$ cat config.mk
export PLATFORM = sky130hd
export DESIGN_NAME = lcd_grid_update_arbiter
export DESIGN_NICKNAME = d
export VERILOG_FILES = /design/src/rtl/lcd_grid_pkg.sv /design/src/rtl/lcd_grid_update_arbiter_rr_arb2.sv /design/src/rtl/lcd_grid_update_arbiter.sv
export SDC_FILE = /design/constraint.sdc
export NUM_CORES = 1
export LEC_CHECK = 0
export CAP_MARGIN = 20
export CELL_PAD_IN_SITES_DETAIL_PLACEMENT = 1
export CELL_PAD_IN_SITES_GLOBAL_PLACEMENT = 2
export CORE_UTILIZATION = 35
export DETAILED_ROUTE_END_ITERATION = 6
export HOLD_SLACK_MARGIN = 0.02
export PLACE_DENSITY_LB_ADDON = 0.15
export RECOVER_POWER = 25
export SETUP_SLACK_MARGIN = 0.5
export SLEW_MARGIN = 20
export SYNTH_ARGS = -nofsm -noshare
export SYNTH_HDL_FRONTEND = slang
export SYNTH_SLANG_ARGS = --single-unit
$ cat constraint.sdc
create_clock -name iCLK -period 2.7 [get_ports iCLK]
set_clock_uncertainty 0.2 [all_clocks]
set_input_delay 0.54 -clock iCLK [delete_from_list [all_inputs] [get_ports iCLK]]
set_output_delay 0.54 -clock iCLK [all_outputs]
set_load 0.05 [all_outputs]
$ cat src/rtl/lcd_grid_pkg.sv
// Shared sizes and FSM state type for the LCD overlay grid arbiter.
// The grid is COLS columns of ROWS bits, flattened column-major.
package lcd_grid_pkg;

  localparam int COLS   = 12;
  localparam int ROWS   = 8;
  localparam int GRID_W = COLS * ROWS;
  localparam int COL_W  = 4;
  localparam int ROW_W  = 3;

  typedef enum logic {
    ST_IDLE,
    ST_CLEAR
  } state_t;

endpackage

$ cat src/rtl/lcd_grid_update_arbiter_rr_arb2.sv
// Two-requester round-robin arbiter. Bit 0 is port A and bit 1 is port B.
// A registered pointer remembers the last winner; after reset it favours A.
module rr_arb2 (
  input  logic       iCLK,
  input  logic       iRST,
  input  logic [1:0] elig,
  input  logic       adv,
  output logic [1:0] grant
);

  // Set when B won last, so A wins the next tie.
  logic last_b_reg;

  always_comb begin
    grant = 2'b00;
    if (adv) begin
      case (elig)
        2'b01:   grant = 2'b01;
        2'b10:   grant = 2'b10;
        2'b11:   grant = last_b_reg ? 2'b01 : 2'b10;
        default: grant = 2'b00;
      endcase
    end
  end

  always_ff @(posedge iCLK) begin
    if (iRST) begin
      last_b_reg <= 1'b1;
    end else if (|grant) begin
      last_b_reg <= grant[1];
    end
  end

endmodule

$ cat src/rtl/lcd_grid_update_arbiter.sv
// Overlay grid owner: arbitrates touch (A) and host (B) writes into a shadow grid
// and copies the shadow to the displayed grid at each vsync frame start.
module lcd_grid_update_arbiter
  import lcd_grid_pkg::*;
(
  input  logic              iCLK,
  input  logic              iRST,
  input  logic              iVD,
  input  logic              iA_REQ,
  input  logic [COL_W-1:0]  iA_COL,
  input  logic [ROW_W-1:0]  iA_ROW,
  input  logic              iA_VAL,
  output logic              oA_ACK,
  input  logic              iB_REQ,
  input  logic              iB_CLR,
  input  logic [COL_W-1:0]  iB_COL,
  input  logic [ROW_W-1:0]  iB_ROW,
  input  logic              iB_VAL,
  output logic              oB_ACK,
  output logic [GRID_W-1:0] oGRID,
  output logic              oBUSY,
  output logic              oCOMMIT
);

  state_t             state_reg, state_next;
  logic [COL_W-1:0]   cnt_reg, cnt_next;
  logic               pend_reg, pend_next;
  logic               a_ack_reg, a_ack_next;
  logic               b_ack_reg, b_ack_next;
  logic               commit_reg, commit_next;
  logic [GRID_W-1:0]  grid_reg, grid_next;
  logic               vd_q_reg;

  logic [ROWS-1:0]    shadow_reg [COLS];
  logic [GRID_W-1:0]  shadow_flat;

  logic [1:0]         elig;
  logic [1:0]         grant;
  logic               frame_start;
  logic               wr_en;
  logic               clr_en;
  logic [COL_W-1:0]   wr_col;
  logic [ROW_W-1:0]   wr_row;
  logic               wr_val;

  // A port stays ineligible during its ACK cycle so a held REQ is not granted twice.
  assign elig        = {iB_REQ & ~b_ack_reg, iA_REQ & ~a_ack_reg};
  assign frame_start = vd_q_reg & ~iVD;

  rr_arb2 u_arb (
    .iCLK  (iCLK),
    .iRST  (iRST),
    .elig  (elig),
    .adv   (state_reg == ST_IDLE),
    .grant (grant)
  );

  assign wr_en  = grant[0] | (grant[1] & ~iB_CLR);
  assign wr_col = grant[0] ? iA_COL : iB_COL;
  assign wr_row = grant[0] ? iA_ROW : iB_ROW;
  assign wr_val = grant[0] ? iA_VAL : iB_VAL;
  assign clr_en = (state_reg == ST_CLEAR);

  // Out-of-range columns match no generate slot, so such writes are dropped.
  genvar gi;
  generate
    for (gi = 0; gi < COLS; gi++) begin : g_col
      always_ff @(posedge iCLK) begin
        if (iRST) begin
          shadow_reg[gi] <= '0;
        end else if (clr_en && (cnt_reg == COL_W'(gi))) begin
          shadow_reg[gi] <= '0;
        end else if (wr_en && (wr_col == COL_W'(gi))) begin
          shadow_reg[gi][wr_row] <= wr_val;
        end
      end
      assign shadow_flat[gi*ROWS +: ROWS] = shadow_reg[gi];
    end
  endgenerate

  always_comb begin
    state_next  = state_reg;
    cnt_next    = cnt_reg;
    pend_next   = pend_reg;
    a_ack_next  = 1'b0;
    b_ack_next  = 1'b0;
    commit_next = 1'b0;
    grid_next   = grid_reg;
    case (state_reg)
      ST_IDLE: begin
        if (grant[0]) begin
          a_ack_next = 1'b1;
        end
        if (grant[1]) begin
          if (iB_CLR) begin
            state_next = ST_CLEAR;
            cnt_next   = '0;
          end else begin
            b_ack_next = 1'b1;
          end
        end
        // Commit uses the pre-edge shadow; a write on this edge shows next frame.
        if (frame_start || pend_reg) begin
          grid_next   = shadow_flat;
          pend_next   = 1'b0;
          commit_next = 1'b1;
        end
      end
      ST_CLEAR: begin
        cnt_next = cnt_reg + COL_W'(1);
        if (frame_start) begin
          pend_next = 1'b1;
        end
        if (cnt_reg == COL_W'(COLS - 1)) begin
          state_next = ST_IDLE;
          cnt_next   = '0;
          b_ack_next = 1'b1;
        end
      end
      default: begin
        state_next = ST_IDLE;
      end
    endcase
  end

  always_ff @(posedge iCLK) begin
    if (iRST) begin
      state_reg  <= ST_IDLE;
      cnt_reg    <= '0;
      pend_reg   <= 1'b0;
      a_ack_reg  <= 1'b0;
      b_ack_reg  <= 1'b0;
      commit_reg <= 1'b0;
      grid_reg   <= '0;
      vd_q_reg   <= 1'b1;
    end else begin
      state_reg  <= state_next;
      cnt_reg    <= cnt_next;
      pend_reg   <= pend_next;
      a_ack_reg  <= a_ack_next;
      b_ack_reg  <= b_ack_next;
      commit_reg <= commit_next;
      grid_reg   <= grid_next;
      vd_q_reg   <= iVD;
    end
  end

  assign oA_ACK  = a_ack_reg;
  assign oB_ACK  = b_ack_reg;
  assign oGRID   = grid_reg;
  assign oBUSY   = (state_reg == ST_CLEAR);
  assign oCOMMIT = commit_reg;

endmodule

# Word-level counts from Yosys, hierarchy flattened
# Memory sizes are Yosys's and may differ from the RTL's. A register that Yosys moved wholly into a read port is not among the register bits.
# Cells that the tools add are included.
[word_totals]
memories = 1
ramBits = 96
output_inout_bits = 100
ff_bits = 11
wordCells = 411
in_bits = 22
[memory_table]
columns = ["name", "depth", "width", "read_ports", "rd_ports_with_merged_regs", "wr", "line_no", "rtl"]
rows = [
  ["shadow_reg", 12, 8, 12, 12, 12, "lcd_grid_update_arbiter.sv:34", "logic [ROWS-1:0] shadow_reg [COLS];"],
]
[classes]
bitwise_logic = 118
add_sub_neg = 1
n_reduce_logical = 33
n_eq_ne = 29
mux = 219
magnitude_cmp = 2
[ops]
columns = ["cell", "count"]
rows = [
  ["two-way mux 8 bit", 24],
  ["two-way mux 1 bit", 182],
  ["bitwise OR 1 bit", 109],
  ["equality test 4 x 3 -> 1 bit, second input constant", 8],
  ["equality test 4 bit, second input constant", 8],
  ["logical AND 1 bit", 25],
  ["equality test 4 x 2 -> 1 bit, second input constant", 4],
  ["two-way mux 4 bit", 4],
  ["equality test 4 x 1 -> 1 bit, second input constant", 2],
  ["zero test 4 bit", 2],
  ["one-hot mux 4 bit (2 select lines)", 1],
  ["inequality test 2 bit, second input constant", 3],
  ["one-hot mux 1 bit (2 select lines)", 3],
  ["one-hot mux 2 bit (3 select lines)", 1],
  ["AND reduction 2 bit", 3],
  ["NOT 1 bit", 5],
  ["adder 4 x 1 -> 4 bit, second input constant", 1],
  ["bitwise AND 1 bit", 4],
  ["equality test 2 bit, second input constant", 2],
  ["< comparator 3 x 4 -> 1 bit, second input constant", 1],
  ["two-way mux 2 bit", 2],
  ["OR reduction 2 bit", 2],
  ["demux 1 bit (select 3 bit)", 1],
  [">= comparator 3 x 1 -> 1 bit, second input constant", 1],
  ["4 further kinds", 4],
]

# Logic depth before layout (Yosys ltp)
# Gate-level depths: netlist of run 1.
[logic_depth]
word_depth = 13
depth_mapped = 8
ltp_nobuf = 5

# Modules after synthesis
# A second synthesis of run 1 with hierarchy kept.
[hier_totals]
hier_cells = 805
hier_area_um2 = 8528.2
[modules_own_cells]
columns = ["module", "cells_per_inst", "instances", "area_each_um2", "seq_area_each_um2"]
rows = [
  ["lcd_grid_update_arbiter", 797, 1, 8469.4, 5004.8],
  ["rr_arb2", 8, 1, 58.8, 20.0],
]

# Worst setup path before layout of run 1
# No wires, ideal clock.
[synth_path]
kind = "register -> register"
start = "reg state_reg, in the netlist oBUSY"
end = "mem shadow_reg[2][0], in the netlist shadow_reg[0][16], enable pin"
required_time_ps = 2190
synth_period_minus_slack_ps = 2486
stages_incl_launch_ff = 7
path_slack_ps = 214
arrival_ps = 1976
setup_time_ps = 310
path_buffers = 2
path_cell_list = "dfxtp_1 or3b_1 buf_2 nor4_4 o22ai_2 clkbuf_1 o21ai_0"
[synth_lines]
columns = ["element", "line_no", "rtl"]
rows = [
  ["start: declaration", "lcd_grid_update_arbiter.sv:25", "state_t state_reg, state_next;"],
  ["start signal: assignment", "lcd_grid_update_arbiter.sv:137", "state_reg <= state_next;"],
  ["end: declaration", "lcd_grid_update_arbiter.sv:34", ""],
]

==> results.tsv, run 1 <==
metric	value	unit
Synth Instances	861	
TritonCTS clock tree	done	
cts hold-fix bufs	0	
routed wire length	45700	um
P_int	5770	uW
via count	9117	
die span in x	163	um
routed length per instance	30.2	um
met3 wire len	2790	um
initial core utilization	35.7	%
Max Cap Viol	0	
clk_lat worst skew	530	ps
most frequent cells in the layout	buf_4, nor2_1, dfxtp_1	
slowest stage delay, CP	800	ps
Setup violations, final	11	
kind of critical path	register to register	
share of cells above drive strength 1	46.0	%
Num CTS Buffers	23	
Yosys warnings	0	
dpl ws	-442	ps
setup ws final	-38.2	ps
Met1 Routed Length	18000	um
Flop pwr share	40.7	%
switching power	2670	uW
Final ANT Viol Nets	0	
synthesized area	9020	um^2
I/O pins	122	
synthesis-to-layout area growth	77.7	%
cell family with most CP delay	simple AND/OR/NAND/NOR gates	
vias in the first global route	9249	
Clock power frac	35.8	%
Reg clk slew, reported paths	60	ps
pwr dens	527	nW/um^2
initial antenna violation count	0	
CTS root buffer	clkbuf_16	
Crit Path Max Fanout	9	
Worst Tran Pin Value	1250	ps
syn_area_per_cell	10.5	um^2
total core area	25300	um^2
die height	163	um
Post-DP Area	11900	um^2
CP Data Required Time	2760	ps
DR top layer	met4	
Unique masters post-synth	59	
Comb pwr share	23.5	%
#FFs+latches synth	203	
area of the die	26400	um^2
maximum clock path buffer count	3	
final hold vios	0	
FILL cells	2470	
Post-route DRC	0	
crit end category	register	
Leak	0.00637	uW
main flop type after synthesis	dfxtp_1	
failing checks	setup timing	
first-pass GRT wire length	60000	um
post-route cell area	16000	um^2
Nets	1192	
VDD IR max	0.000424	V
Met2 Wirelength	21900	um
GPL Wtd Cong	0.912	
Setup TNS Final	-224	ps
GR Util All Layers	30.7	%
unrepaired setup endpoints after global routing	true	
initial DRC count	790	
GRT Residual Overflow	0	
crit share post-route	101	%
DR vias/cell	6.03	
drt pass-1 iters	6	
Final HPWL DP	22700	um
sequential fraction of the synthesis area	55.7	%
crit-path cells	buf_4 -> nor3b_1 -> a21oi_1 -> o221ai_4 -> buf_12 -> nor2_1	
number of flops mapped to enable cells by yosys	96	
status	finished, violations left	
Final Max Slew Viols	0	
largest net degree at the start of global routing	61	
switching part of the total power	31.7	%
crit path time final	2740	ps
FFs w/ async S/R, synth	0	%
# rows	58	
CTS H-tree depth	1	
Max-Slew Margin vs Limit	16.8	%
Diodes inserted	0	
crit path DAT	2800	ps
CTS sink count	203	
FMAX	0.365	GHz
Util after Layout	63.4	%
WP buf/inv	2	
Startpoint Class	register	
post-synth net total	887	
I/O Buffers	121	
worst hold path class	register to register	
most common cell after layout, fill and taps aside	buf_4	
crit path max-delay cell type	nor3b_1	
## final timing paths
kind / from / endpoint / slack (ps) / cells past startpoint
worst max-delay path: oBUSY$_SDFF_PP0_ / shadow_reg[0][13]$_DFFE_PP_ / -40 / 6
worst min-delay path: shadow_reg[1][11]$_DFFE_PP_ / oGRID[43]$_SDFFE_PP0P_ / 280 / 2
worst max register to register: oBUSY$_SDFF_PP0_ / shadow_reg[0][13]$_DFFE_PP_ / -40 / 6
worst min register to register: shadow_reg[1][11]$_DFFE_PP_ / oGRID[43]$_SDFFE_PP0P_ / 280 / 2
## worst register-to-register path: cells and delay by family, from the launching register on
family / cells / cell delay [ps]
AND/OR/NAND/NOR: 2 / 870
flip-flops: 1 / 420
AO/OA/AOI/OAI: 2 / 560
buffers and inverters: 2 / 420
## power by group through the flow
stage / clock network [uW] / logic (uW) / registers (uW)
after floorplan: 0 / 525 / 3720
after global placement: 0 / 1320 / 3500
after detailed placement: 0 / 1330 / 3500
after CTS: 2990 / 1740 / 3430
after global routing: 3150 / 2030 / 3440
final: 3030 / 1980 / 3430
## cell families (layout without fill, tap and decap cells)
group | count (synthesis) | in the layout | share of synthesized area, %
buf+inv | 72 | 394 | 3.36
simple gates | 308 | 308 | 18.1
fa+ha+maj | 4 | 4 | 0.555
flops | 203 | 203 | 55.7
mux | 98 | 98 | 10.9
compound gates | 176 | 176 | 11.4
## Yosys cell counts, drive strengths merged, types with 8 or more instances
library cell | number | area, um^2
nor4 | 31 | 209
edfxtp | 96 | 2880
a41oi | 8 | 70.1
buf | 21 | 110
a31oi | 22 | 138
o21ai | 101 | 505
nor3 | 66 | 358
a21oi | 22 | 110
dfxtp | 107 | 2140
nand2 | 9 | 33.8
nand2b | 13 | 81.3
clkbuf | 43 | 163
mux2i | 97 | 971
nor2 | 141 | 529
inv | 8 | 30.0
## through the flow
stage / total power [uW] / hold slack [ps] / std cells
after floorplan: 4240 / 256 / 861
after global placement: 4820 / 265 / 1398
after detailed placement: 4830 / 276 / 1398
after CTS: 8160 / 255 / 1506
after global routing: 8630 / 300 / 1513
final: 8440 / 283 / 1513
## routing by layer
metal  GRT usage (%)  vias up
met5               0        -
met4            16.3        0
met3            3.67      165
met2            51.1      466
met1            39.1     4671
li1                -     3815
## timing repair
item / 4_1_cts / 5_1_grt
pin swaps: 95 / 44
resized for setup: 521 / 165
buffers inserted: 48 / 7
setup endpoints to repair: 292 / 195
cloned: 18 / 0
## layout make-up
type / instances / area (um^2) / share of cell area [%]
Sequential cell: 203 / 5030 / 31.4
Tap cell: 330 / 413 / 2.58
Inverter: 8 / 30.0 / 0.187
Clock inverter: 7 / 55.1 / 0.344
Clock buffer: 35 / 646 / 4.03
Timing Repair Buffer: 344 / 3790 / 23.7
Multi-Input combinational cell: 586 / 6050 / 37.8
No activity file was read; power rests on OpenSTA's default activity.
==> run 2, diff against run 1 <==
--- a/config.mk
+++ b/config.mk
@@ -8,6 +8,7 @@
 export CAP_MARGIN = 20
 export CELL_PAD_IN_SITES_DETAIL_PLACEMENT = 1
 export CELL_PAD_IN_SITES_GLOBAL_PLACEMENT = 2
+export CORE_ASPECT_RATIO = 1.4
 export CORE_UTILIZATION = 35
 export DETAILED_ROUTE_END_ITERATION = 6
 export HOLD_SLACK_MARGIN = 0.02
==> constraint.sdc (replaced) <==
create_clock -name iCLK -period 2.7 [get_ports iCLK]
set_clock_uncertainty 0.2 [all_clocks]
set_input_delay 0.54 -clock iCLK [delete_from_list [all_inputs] [get_ports iCLK]]
set_output_delay 0.54 -clock iCLK [all_outputs]
set_load 0.005 [all_outputs]
==> results.tsv, run 2 (synthesis results as in run 1) <==
metric	value	unit
crit end category	register	
kind of critical path	register to register	
FMAX	0.369	GHz
CP Data Required Time	2750	ps
# rows	69	
Nets	1206	
CTS H-tree depth	1	
GR Util All Layers	29.7	%
total core area	25400	um^2
VDD IR max	0.000441	V
Clock power frac	35.3	%
crit path DAT	2750	ps
initial antenna violation count	0	
vias in the first global route	8954	
CTS root buffer	clkbuf_16	
failing checks	setup timing	
Max-Slew Margin vs Limit	32.4	%
switching power	2320	uW
first-pass GRT wire length	57100	um
routed wire length	44000	um
Leak	0.00576	uW
worst hold path class	register to register	
die span in x	138	um
Flop pwr share	42.8	%
share of cells above drive strength 1	44.3	%
I/O Buffers	121	
crit path time final	2710	ps
TritonCTS clock tree	done	
most common cell after layout, fill and taps aside	nor2_1	
Final HPWL DP	22800	um
Post-DP Area	11800	um^2
synthesis-to-layout area growth	75.2	%
DR vias/cell	5.91	
Reg clk slew, reported paths	70	ps
Comb pwr share	21.9	%
maximum clock path buffer count	3	
routed length per instance	29.1	um
final hold vios	0	
initial core utilization	35.5	%
status	finished, violations left	
Num CTS Buffers	21	
crit share post-route	100	%
I/O pins	122	
Setup violations, final	1	
DP Cell Count	1378	
FILL cells	2488	
pwr dens	508	nW/um^2
Startpoint Class	register	
dpl ws	-604	ps
unrepaired setup endpoints after global routing	true	
Worst Tran Pin Value	1010	ps
Post-route DRC	0	
Final Max Slew Viols	0	
P_int	5700	uW
GRT Residual Overflow	0	
clk_lat worst skew	520	ps
most frequent cells in the layout	nor2_1, buf_4, clkdlybuf4s50_1	
setup ws final	-8.92	ps
die height	192	um
GPL Wtd Cong	0.878	
Diodes inserted	0	
Max Cap Viol	0	
post-route cell area	15800	um^2
area of the die	26400	um^2
Final ANT Viol Nets	0	
largest net degree at the start of global routing	48	
switching part of the total power	28.9	%
drt pass-1 iters	5	
final cell count without fillers	1514	
initial DRC count	636	
Crit Path Max Fanout	12	
via count	8947	
CTS sink count	203	
## run 2: cell types whose count changed in the layout (fill, tap and decap cells not counted), moves of 6 or more
cell             before  now
nor3_1                3   17
dlygate4sd2_1       101    6
nor2_4               27    6
nor3_2               14   38
clkdlybuf4s50_1      14  112
buf_8                 2    9
nor2_2                3   10
buf_6                47   53
nor3_4               49   11
clkbuf_1             12    6
nor2_1              111  125
## run 2: repair_timing
item | 4_1_cts | 5_1_grt
setup endpoints to repair | 195 | 194
resized for setup | 334 | 171
hold buffers | 0 | 0
cloned | 16 | 1
endpoints found under the hold margin | 0 | 0
pin swaps | 82 | 44
setup buffers | 51 | 30
## run 2: final cells by class
cell class,instances,area [um^2],area share [%]
well taps,319,399,2.53
flip-flops and latches,203,5030,31.8
multi-input cells,586,5600,35.5
clock buffers,29,588,3.72
repair buffers,360,4090,25.9
clock inverters,9,53.8,0.341
inverters,8,30.0,0.190
## run 2: routing by layer
metal | track usage [%] | vias to the layer above | wire [um]
li1 | - | 3847 | -
met1 | 35.4 | 4522 | 16200
met2 | 50.2 | 407 | 21800
met3 | 4.28 | 171 | 2460
met4 | 17.4 | 0 | 3490
met5 | 0 | - | 0
## run 2: path summary, 6_finish.rpt
kind / startpoint / endpoint / slack [ps] / cells after the start
worst max-delay path: oBUSY$_SDFF_PP0_ / shadow_reg[0][26]$_DFFE_PP_ / -9 / 8
worst min-delay path: oGRID[86]$_SDFFE_PP0P_ / oGRID[86]$_SDFFE_PP0P_ / 290 / 2
worst max register to register: oBUSY$_SDFF_PP0_ / shadow_reg[0][26]$_DFFE_PP_ / -9 / 8
worst min register to register: oGRID[86]$_SDFFE_PP0P_ / oGRID[86]$_SDFFE_PP0P_ / 290 / 2
## run 2: per-stage QoR
step | TNS, ps | total power (uW) | hold WS, ps | util (%)
global placement | -66850 | 4560 | 261 | 46.5
global route | -3.67 | 8220 | 323 | 62.2
CTS | 0 | 7750 | 177 | 57.8
detailed placement | -76660 | 4580 | 283 | 46.5
floorplan | 0 | 3980 | 256 | -
finish | -8.92 | 8020 | 291 | 62.2
## run 2: power by group through the flow
| stage | clock network [uW] | logic [uW] | registers [uW] |
|---|---|---|---|
| global placement | 0 | 1070 | 3490 |
| CTS | 2830 | 1490 | 3430 |
| global route | 2960 | 1810 | 3440 |
| detailed placement | 0 | 1090 | 3500 |
| floorplan | 0 | 514 | 3470 |
| finish | 2830 | 1750 | 3430 |
## run 2: critical path, cell delays in order, from the launching register on
cell and delay, ps:
dfxtp_1 450, clkbuf_4 190, buf_6 140, nor3b_1 640
a21oi_1 290, o221ai_4 190, buf_12 150, buf_12 130
nor2_2 50
==> run 3, diff against run 2 <==
--- a/config.mk
+++ b/config.mk
@@ -15,7 +15,7 @@
 export PLACE_DENSITY_LB_ADDON = 0.15
 export RECOVER_POWER = 25
 export SETUP_SLACK_MARGIN = 0.5
-export SLEW_MARGIN = 20
+export SLEW_MARGIN = 5
 export SYNTH_ARGS = -nofsm -noshare
 export SYNTH_HDL_FRONTEND = slang
 export SYNTH_SLANG_ARGS = --single-unit
==> results of run 3 <==
Same layout as run 2: the final DEF is identical, and so are final timing and power.
